<file path="config.mk">
export PLATFORM = sky130hd
export DESIGN_NAME = control_sequencer_flat
export DESIGN_NICKNAME = d
export VERILOG_FILES = /design/src/rtl/cpu_pkg.sv /design/src/rtl/control_sequencer_if.sv /design/src/rtl/microcode_rom.sv /design/src/rtl/control_sequencer.sv /design/src/flat_wrapper.sv
export SDC_FILE = /design/constraint.sdc
export NUM_CORES = 1
export LEC_CHECK = 0
export ABC_AREA = 1
export CAP_MARGIN = 25
export CELL_PAD_IN_SITES_DETAIL_PLACEMENT = 0
export CELL_PAD_IN_SITES_GLOBAL_PLACEMENT = 2
export CORE_MARGIN = 2
export CORE_UTILIZATION = 22
export DETAILED_ROUTE_END_ITERATION = 10
export GPL_TIMING_DRIVEN = 0
export HOLD_SLACK_MARGIN = 0.03
export PLACE_DENSITY = 0.8
export SLEW_MARGIN = 30
export SYNTH_ARGS = -nofsm -noshare
export SYNTH_HDL_FRONTEND = slang
export SYNTH_SLANG_ARGS = --single-unit
</file>
<file path="constraint.sdc">
create_clock -name clk -period 2.2 [get_ports clk]
set_input_delay 0.44 -clock clk [delete_from_list [all_inputs] [get_ports clk]]
set_output_delay 0.44 -clock clk [all_outputs]
set_load 0.02 [all_outputs]
</file>
<file path="src/rtl/cpu_pkg.sv">
// cpu_pkg: shared opcodes, sequencer state encoding and control-word bit layout
// Ports: none (package). Imported by the sequencer, its microcode ROM and the datapath.
package cpu_pkg;
    typedef enum logic [2:0] {T0, T1, T2, T3, T4, HALT} state_t;

    localparam logic [3:0] OP_NOP = 4'h0;
    localparam logic [3:0] OP_LDA = 4'h1;
    localparam logic [3:0] OP_ADD = 4'h2;
    localparam logic [3:0] OP_SUB = 4'h3;
    localparam logic [3:0] OP_STA = 4'h4;
    localparam logic [3:0] OP_LDI = 4'h5;
    localparam logic [3:0] OP_JMP = 4'h6;
    localparam logic [3:0] OP_JC  = 4'h7;
    localparam logic [3:0] OP_JZ  = 4'h8;
    localparam logic [3:0] OP_OUT = 4'hE;
    localparam logic [3:0] OP_HLT = 4'hF;

    // Bit order matches the concatenation used to fan the word out onto the bus signals.
    localparam int CW_W      = 15;
    localparam int B_PC_OE   = 14;
    localparam int B_IR_OE   = 13;
    localparam int B_RAM_OE  = 12;
    localparam int B_ACC_OE  = 11;
    localparam int B_ALU_OE  = 10;
    localparam int B_MAR_WE  = 9;
    localparam int B_IR_WE   = 8;
    localparam int B_RAM_WE  = 7;
    localparam int B_ACC_WE  = 6;
    localparam int B_B_WE    = 5;
    localparam int B_OUT_WE  = 4;
    localparam int B_FLAG_WE = 3;
    localparam int B_PC_LD   = 2;
    localparam int B_PC_INC  = 1;
    localparam int B_ALU_SUB = 0;

    typedef logic [CW_W-1:0] cw_t;

    // Final micro-step of each instruction; HLT leaves T2 for HALT instead.
    function automatic state_t last_step(input logic [3:0] op);
        return (op == OP_LDA || op == OP_STA) ? T3 :
               (op == OP_ADD || op == OP_SUB) ? T4 : T2;
    endfunction
endpackage

</file>
<file path="src/rtl/control_sequencer_if.sv">
// control_sequencer_if: sequencer control/status bundle
// Ports: run, opcode, carry, zero into the sequencer; bus-drive enables, load strobes,
// alu_sub, tstate and hlt out of it. master = sequencer side, slave = datapath side.
interface control_sequencer_if;
    logic       run;
    logic [3:0] opcode;
    logic       carry, zero;
    logic       pc_oe, ir_oe, ram_oe, acc_oe, alu_oe;
    logic       mar_we, ir_we, ram_we, acc_we, b_we, out_we, flag_we, pc_ld, pc_inc;
    logic       alu_sub;
    logic [2:0] tstate;
    logic       hlt;

    modport master (
        input  run, opcode, carry, zero,
        output pc_oe, ir_oe, ram_oe, acc_oe, alu_oe,
        output mar_we, ir_we, ram_we, acc_we, b_we, out_we, flag_we, pc_ld, pc_inc,
        output alu_sub, tstate, hlt
    );
    modport slave (
        output run, opcode, carry, zero,
        input  pc_oe, ir_oe, ram_oe, acc_oe, alu_oe,
        input  mar_we, ir_we, ram_we, acc_we, b_we, out_we, flag_we, pc_ld, pc_inc,
        input  alu_sub, tstate, hlt
    );
endinterface

</file>
<file path="src/rtl/microcode_rom.sv">
// microcode_rom: combinational (state, latched opcode, flags) to control-word decode
// Ports: state, op (latched opcode), carry, zero in; cw (control word) out.
module microcode_rom
    import cpu_pkg::*;
(
    input  state_t     state,
    input  logic [3:0] op,
    input  logic       carry,
    input  logic       zero,
    output cw_t        cw
);
    always_comb begin
        cw = '0;
        case (state)
            T0: begin
                cw[B_PC_OE]  = 1'b1;
                cw[B_MAR_WE] = 1'b1;
            end
            T1: begin
                cw[B_RAM_OE] = 1'b1;
                cw[B_IR_WE]  = 1'b1;
                cw[B_PC_INC] = 1'b1;
            end
            T2: case (op)
                OP_LDA, OP_ADD, OP_SUB, OP_STA: begin
                    cw[B_IR_OE]  = 1'b1;
                    cw[B_MAR_WE] = 1'b1;
                end
                OP_LDI: begin
                    cw[B_IR_OE]  = 1'b1;
                    cw[B_ACC_WE] = 1'b1;
                end
                OP_JMP, OP_JC, OP_JZ: begin
                    // Conditional jumps read the live flags; an untaken jump drives nothing.
                    cw[B_IR_OE] = op == OP_JMP || (op == OP_JC && carry) || (op == OP_JZ && zero);
                    cw[B_PC_LD] = cw[B_IR_OE];
                end
                OP_OUT: begin
                    cw[B_ACC_OE] = 1'b1;
                    cw[B_OUT_WE] = 1'b1;
                end
                default: cw = '0;
            endcase
            T3: case (op)
                OP_LDA: begin
                    cw[B_RAM_OE] = 1'b1;
                    cw[B_ACC_WE] = 1'b1;
                end
                OP_ADD, OP_SUB: begin
                    cw[B_RAM_OE] = 1'b1;
                    cw[B_B_WE]   = 1'b1;
                end
                OP_STA: begin
                    cw[B_ACC_OE] = 1'b1;
                    cw[B_RAM_WE] = 1'b1;
                end
                default: cw = '0;
            endcase
            T4: begin
                cw[B_ALU_OE]  = 1'b1;
                cw[B_ACC_WE]  = 1'b1;
                cw[B_FLAG_WE] = 1'b1;
                cw[B_ALU_SUB] = op == OP_SUB;
            end
            default: cw = '0;
        endcase
    end
endmodule

</file>
<file path="src/rtl/control_sequencer.sv">
// control_sequencer: T-state micro-sequencer for an 8-bit bus CPU
// Ports: clk, reset (async, active high); bus (master modport) carries run, opcode, flags
// in and the Moore control word, tstate and hlt out.
module control_sequencer
    import cpu_pkg::*;
(
    input logic                 clk,
    input logic                 reset,
    control_sequencer_if.master bus
);
    state_t     state, state_nx;
    logic [3:0] op_q;
    logic       armed;
    logic       adv;
    cw_t        rom_cw, cw;

    // armed stays low for the first running edge after reset so the first fetch starts at T0.
    assign adv = armed && bus.run;

    always_ff @(posedge clk or posedge reset) begin
        if (reset) begin
            state <= T0;
            op_q  <= OP_NOP;
            armed <= 1'b0;
        end else begin
            state <= state_nx;
            armed <= armed | bus.run;
            if (adv && state == T1) op_q <= bus.opcode;
        end
    end

    always_comb begin
        state_nx = state;
        if (adv) begin
            case (state)
                T0: state_nx = T1;
                T1: state_nx = T2;
                T2, T3, T4: state_nx = (state == T2 && op_q == OP_HLT) ? HALT :
                                       (state == last_step(op_q)) ? T0 : state_t'(state + 3'd1);
                default: state_nx = state;
            endcase
        end
    end

    microcode_rom rom (
        .state (state),
        .op    (op_q),
        .carry (bus.carry),
        .zero  (bus.zero),
        .cw    (rom_cw)
    );

    // HALT decodes to all-zero in the ROM, so only freeze/unarmed gating is needed here.
    assign cw = adv ? rom_cw : '0;

    assign {bus.pc_oe, bus.ir_oe, bus.ram_oe, bus.acc_oe, bus.alu_oe,
            bus.mar_we, bus.ir_we, bus.ram_we, bus.acc_we, bus.b_we, bus.out_we,
            bus.flag_we, bus.pc_ld, bus.pc_inc, bus.alu_sub} = cw;
    assign bus.tstate = (state == HALT) ? 3'd0 : state;
    assign bus.hlt    = state == HALT;
endmodule

</file>
<file path="src/flat_wrapper.sv">
// flat-port wrapper written by rule: the top's interface ports become plain ports
module control_sequencer_flat import cpu_pkg::*;
  (clk, reset, bus_run, bus_opcode, bus_carry, bus_zero, bus_pc_oe, bus_ir_oe, bus_ram_oe, bus_acc_oe, bus_alu_oe, bus_mar_we, bus_ir_we, bus_ram_we, bus_acc_we, bus_b_we, bus_out_we, bus_flag_we, bus_pc_ld, bus_pc_inc, bus_alu_sub, bus_tstate, bus_hlt);
  control_sequencer_if bus_i ();
  input logic clk;
  input logic reset;
  input wire logic [$bits(bus_i.run)-1:0] bus_run;
  input wire logic [$bits(bus_i.opcode)-1:0] bus_opcode;
  input wire logic [$bits(bus_i.carry)-1:0] bus_carry;
  input wire logic [$bits(bus_i.zero)-1:0] bus_zero;
  output wire logic [$bits(bus_i.pc_oe)-1:0] bus_pc_oe;
  output wire logic [$bits(bus_i.ir_oe)-1:0] bus_ir_oe;
  output wire logic [$bits(bus_i.ram_oe)-1:0] bus_ram_oe;
  output wire logic [$bits(bus_i.acc_oe)-1:0] bus_acc_oe;
  output wire logic [$bits(bus_i.alu_oe)-1:0] bus_alu_oe;
  output wire logic [$bits(bus_i.mar_we)-1:0] bus_mar_we;
  output wire logic [$bits(bus_i.ir_we)-1:0] bus_ir_we;
  output wire logic [$bits(bus_i.ram_we)-1:0] bus_ram_we;
  output wire logic [$bits(bus_i.acc_we)-1:0] bus_acc_we;
  output wire logic [$bits(bus_i.b_we)-1:0] bus_b_we;
  output wire logic [$bits(bus_i.out_we)-1:0] bus_out_we;
  output wire logic [$bits(bus_i.flag_we)-1:0] bus_flag_we;
  output wire logic [$bits(bus_i.pc_ld)-1:0] bus_pc_ld;
  output wire logic [$bits(bus_i.pc_inc)-1:0] bus_pc_inc;
  output wire logic [$bits(bus_i.alu_sub)-1:0] bus_alu_sub;
  output wire logic [$bits(bus_i.tstate)-1:0] bus_tstate;
  output wire logic [$bits(bus_i.hlt)-1:0] bus_hlt;
  assign bus_i.run = bus_run;
  assign bus_i.opcode = bus_opcode;
  assign bus_i.carry = bus_carry;
  assign bus_i.zero = bus_zero;
  assign bus_pc_oe = bus_i.pc_oe;
  assign bus_ir_oe = bus_i.ir_oe;
  assign bus_ram_oe = bus_i.ram_oe;
  assign bus_acc_oe = bus_i.acc_oe;
  assign bus_alu_oe = bus_i.alu_oe;
  assign bus_mar_we = bus_i.mar_we;
  assign bus_ir_we = bus_i.ir_we;
  assign bus_ram_we = bus_i.ram_we;
  assign bus_acc_we = bus_i.acc_we;
  assign bus_b_we = bus_i.b_we;
  assign bus_out_we = bus_i.out_we;
  assign bus_flag_we = bus_i.flag_we;
  assign bus_pc_ld = bus_i.pc_ld;
  assign bus_pc_inc = bus_i.pc_inc;
  assign bus_alu_sub = bus_i.alu_sub;
  assign bus_tstate = bus_i.tstate;
  assign bus_hlt = bus_i.hlt;
  control_sequencer u_core (.clk(clk), .reset(reset), .bus(bus_i));
endmodule
</file>
==> results.cfg <==
[route]
firstDrtPassIters = 4
drtIter0Drc = 53
drc = 0
via_count = 868
routed_wirelength_um = 2171
antenna_left = 0
via_per_inst = 4.362
route.detailed.wl_per_inst_um = 10.91

[sta]
finalCritPeriodShare_pct = 97.41
report.final.setup_viol = 0
hold_ws_ps = 437.0
fin_crit_ps = 2143
fin_tns_setup_ps = 0
fmax_mhz = 466.6
setup_slack_ps = 57.05
drv_slew = 0
tightest_slew_ps = 316.9
hold_viol = 0
rsz0062_at_grt = true
skew_ps = 0.1089
maxSlewHeadroom_pct = 78.85

[placed_design]
dpl_cell_area_sq_um = 1119
dp_hpwl_um = 1737
dp_cells = 192
gp_congestion = 0.8232
io_buffer_count = 27
dp_slack_ps = -496.6

[clocking]
cts_tree = yes
numCtsBuffers = 3
clk_pin_slew_ps = 50
clockRootBuffer = clkbuf_4
insertion_delay_ps = 250
ctsHtreeMaxLevel = 1
cts.sinks = 8
cts_buffer_depth = 2

[logic_synthesis]
ys_seq_area_share_pct = 25.32
avgSynthCellArea_sq_um = 6.645
yosysUniqueCellTypes = 26
yosys_warnings = 0
syn_inst = 119
syn_nets = 133
ys_ff_latch = 8
synth_area_sq_um = 790.8

[power_and_ir_drop]
swShare_pct = 54.19
power.switching_mw = 0.8353
p_leak_nw = 0.6103
p_int_mw = 0.7060
ir_drop_mv = 0.3218
clock_power_share_pct = 7.1
power.density_nw_per_um2 = 1297
comb_power_share_pct = 72.3
p_seq_share_pct = 20.5

[global_routing]
grt_overflow = 0
track_usage_pct = 11.07
grt_pass1_wl_um = 3663
grt_max_degree = 10
grt_pass1_vias = 843
antenna_found_initial = 0

[die]
die_area_sq_um = 4090
die_w_um = 63.95
die_y_um = 63.95
start_util_pct = 23.33
num_rows = 21
coreArea_sq_um = 3390
ios = 28

[worst_setup_path]
cp_max_fo = 8
crit_required_ps = 1760
rr_worst_depth = 10
critPathLaunchType = input port
endpoint_kind = primary output
crit_end = bus_pc_ld
crit_type = input port to primary output
rrSetupSlack_ps = 550
critical_path_arrival_ps = 1700
critPathLaunch = bus_run
r2r-start = u_core.state[0]$_DFFE_PP0P_
r2r_end = u_core.state[0]$_DFFE_PP0P_

[final_layout]
stdcell_area_sq_um = 1189
stdcell_count = 199
num_antenna_cells = 0
mostFrequentLayoutCells = 30 x nand2_1, 13 x nor2_1
fin_nets = 169
drive_gt1_share_pct = 37.25
syn2layout_area_growth_pct = 50.32
final_common_cell = nand2_1

[worst_hold_path]
hold_class = input port to asynchronous set/reset pin

[run]
cap_viol_max_count = 0

[run_status]
status = complete, no violations
==> cell families (layout without fill, tap and decap cells) <==
logic type,Yosys count,in the layout,share of synthesized area (%)
buf+inv,20,54,12.97
flops,8,8,25.32
fa+ha+maj,5,5,7.911
compound gates,15,15,11.23
simple gates,71,71,42.56
==> registers in the layout (all words and copies together) (netlist names) <==
| name | cells |
|---|---|
| u_core.op_q | 4 |
| u_core.state | 3 |
| u_core.armed | 1 |
==> per-layer routing <==
layer / share of wire (%) / GRT usage (%) / up-vias
li1: - / - / 449
met1: 47 / 13.93 / 399
met2: 48 / 18.49 / 18
met3: 4.0 / 1.232 / 2
met4: 1.2 / 5.707 / 0
met5: 0 / 0 / -
==> worst min-delay path by stage <==
stage / from / cells after the start / slack, ps / endpoint
finish: reset / 2 / 440 / u_core.armed$_DFF_PP0_
global route: reset / 2 / 460 / u_core.state[2]$_DFFE_PP0P_
CTS: reset / 2 / 440 / u_core.armed$_DFF_PP0_
detailed placement: u_core.armed$_DFF_PP0_ / 1 / 480 / u_core.armed$_DFF_PP0_
global placement: u_core.armed$_DFF_PP0_ / 1 / 470 / u_core.armed$_DFF_PP0_
floorplan: reset / 1 / 260 / u_core.armed$_DFF_PP0_
==> layout make-up <==
type                    instances  area (sq um)
plain buffers                   4         33.78
clock buffers                   3         22.52
fillers                       391          2201
inverters                      16         76.32
multi-input cells              91         535.5
flip-flops and latches          8         202.7
well taps                      46         57.56
repair buffers                 31         260.3
==> metrics by stage <==
| step | power (mW) | utilization (%) |
|---|---|---|
| after detailed placement | 1.385 | 33.00 |
| after floorplan | 1.058 | - |
| final | 1.541 | 35.07 |
| after global routing | 1.715 | 35.07 |
| after CTS | 1.511 | 34.44 |
| after global placement | 1.388 | 33.00 |
==> synth_stat cells (all sizes together) <==
master	number	area share [%]
o211ai	1	0.95
clkinv	1	0.63
nor2	22	12
dfrtp	8	25
nor3	3	1.9
o22ai	1	0.79
inv	15	8.1
a31oi	2	1.6
ha	5	7.9
nand2	36	19
buf	4	4.3
nand3	6	5.1
o21ai	4	2.5
or2	2	1.6
nand4	2	2.4
a21oi	7	5.4
==> power groups by stage <==
| stage | combinational, mW | clock (mW) | sequential, mW |
|---|---|---|---|
| 5_1_grt | 1.27 | 0.124 | 0.324 |
| 2_1_floorplan | 0.780 | 0 | 0.278 |
| 4_1_cts | 1.10 | 0.118 | 0.294 |
| 6_report | 1.12 | 0.110 | 0.316 |
| 3_3_place_gp | 1.09 | 0 | 0.298 |
| 3_5_place_dp | 1.08 | 0 | 0.300 |
==> what timing repair did <==
item / in CTS / in global routing
endpoints found under the hold margin: 0 / 0
endpoints found under the setup margin: 19 / 12
gates resized for setup: 43 / 27
pin swaps: 0 / 3
setup buffers: 2 / 2
hold buffers: 0 / 0
==> worst max-delay path: stages <==
cell             delay [ps]
clkdlybuf4s50_1         520
nand2_4                 120
inv_4                   110
nand2_1                  70
a21oi_1                 120
clkdlybuf4s15_1         320
Power figures use the tool's default switching activity.
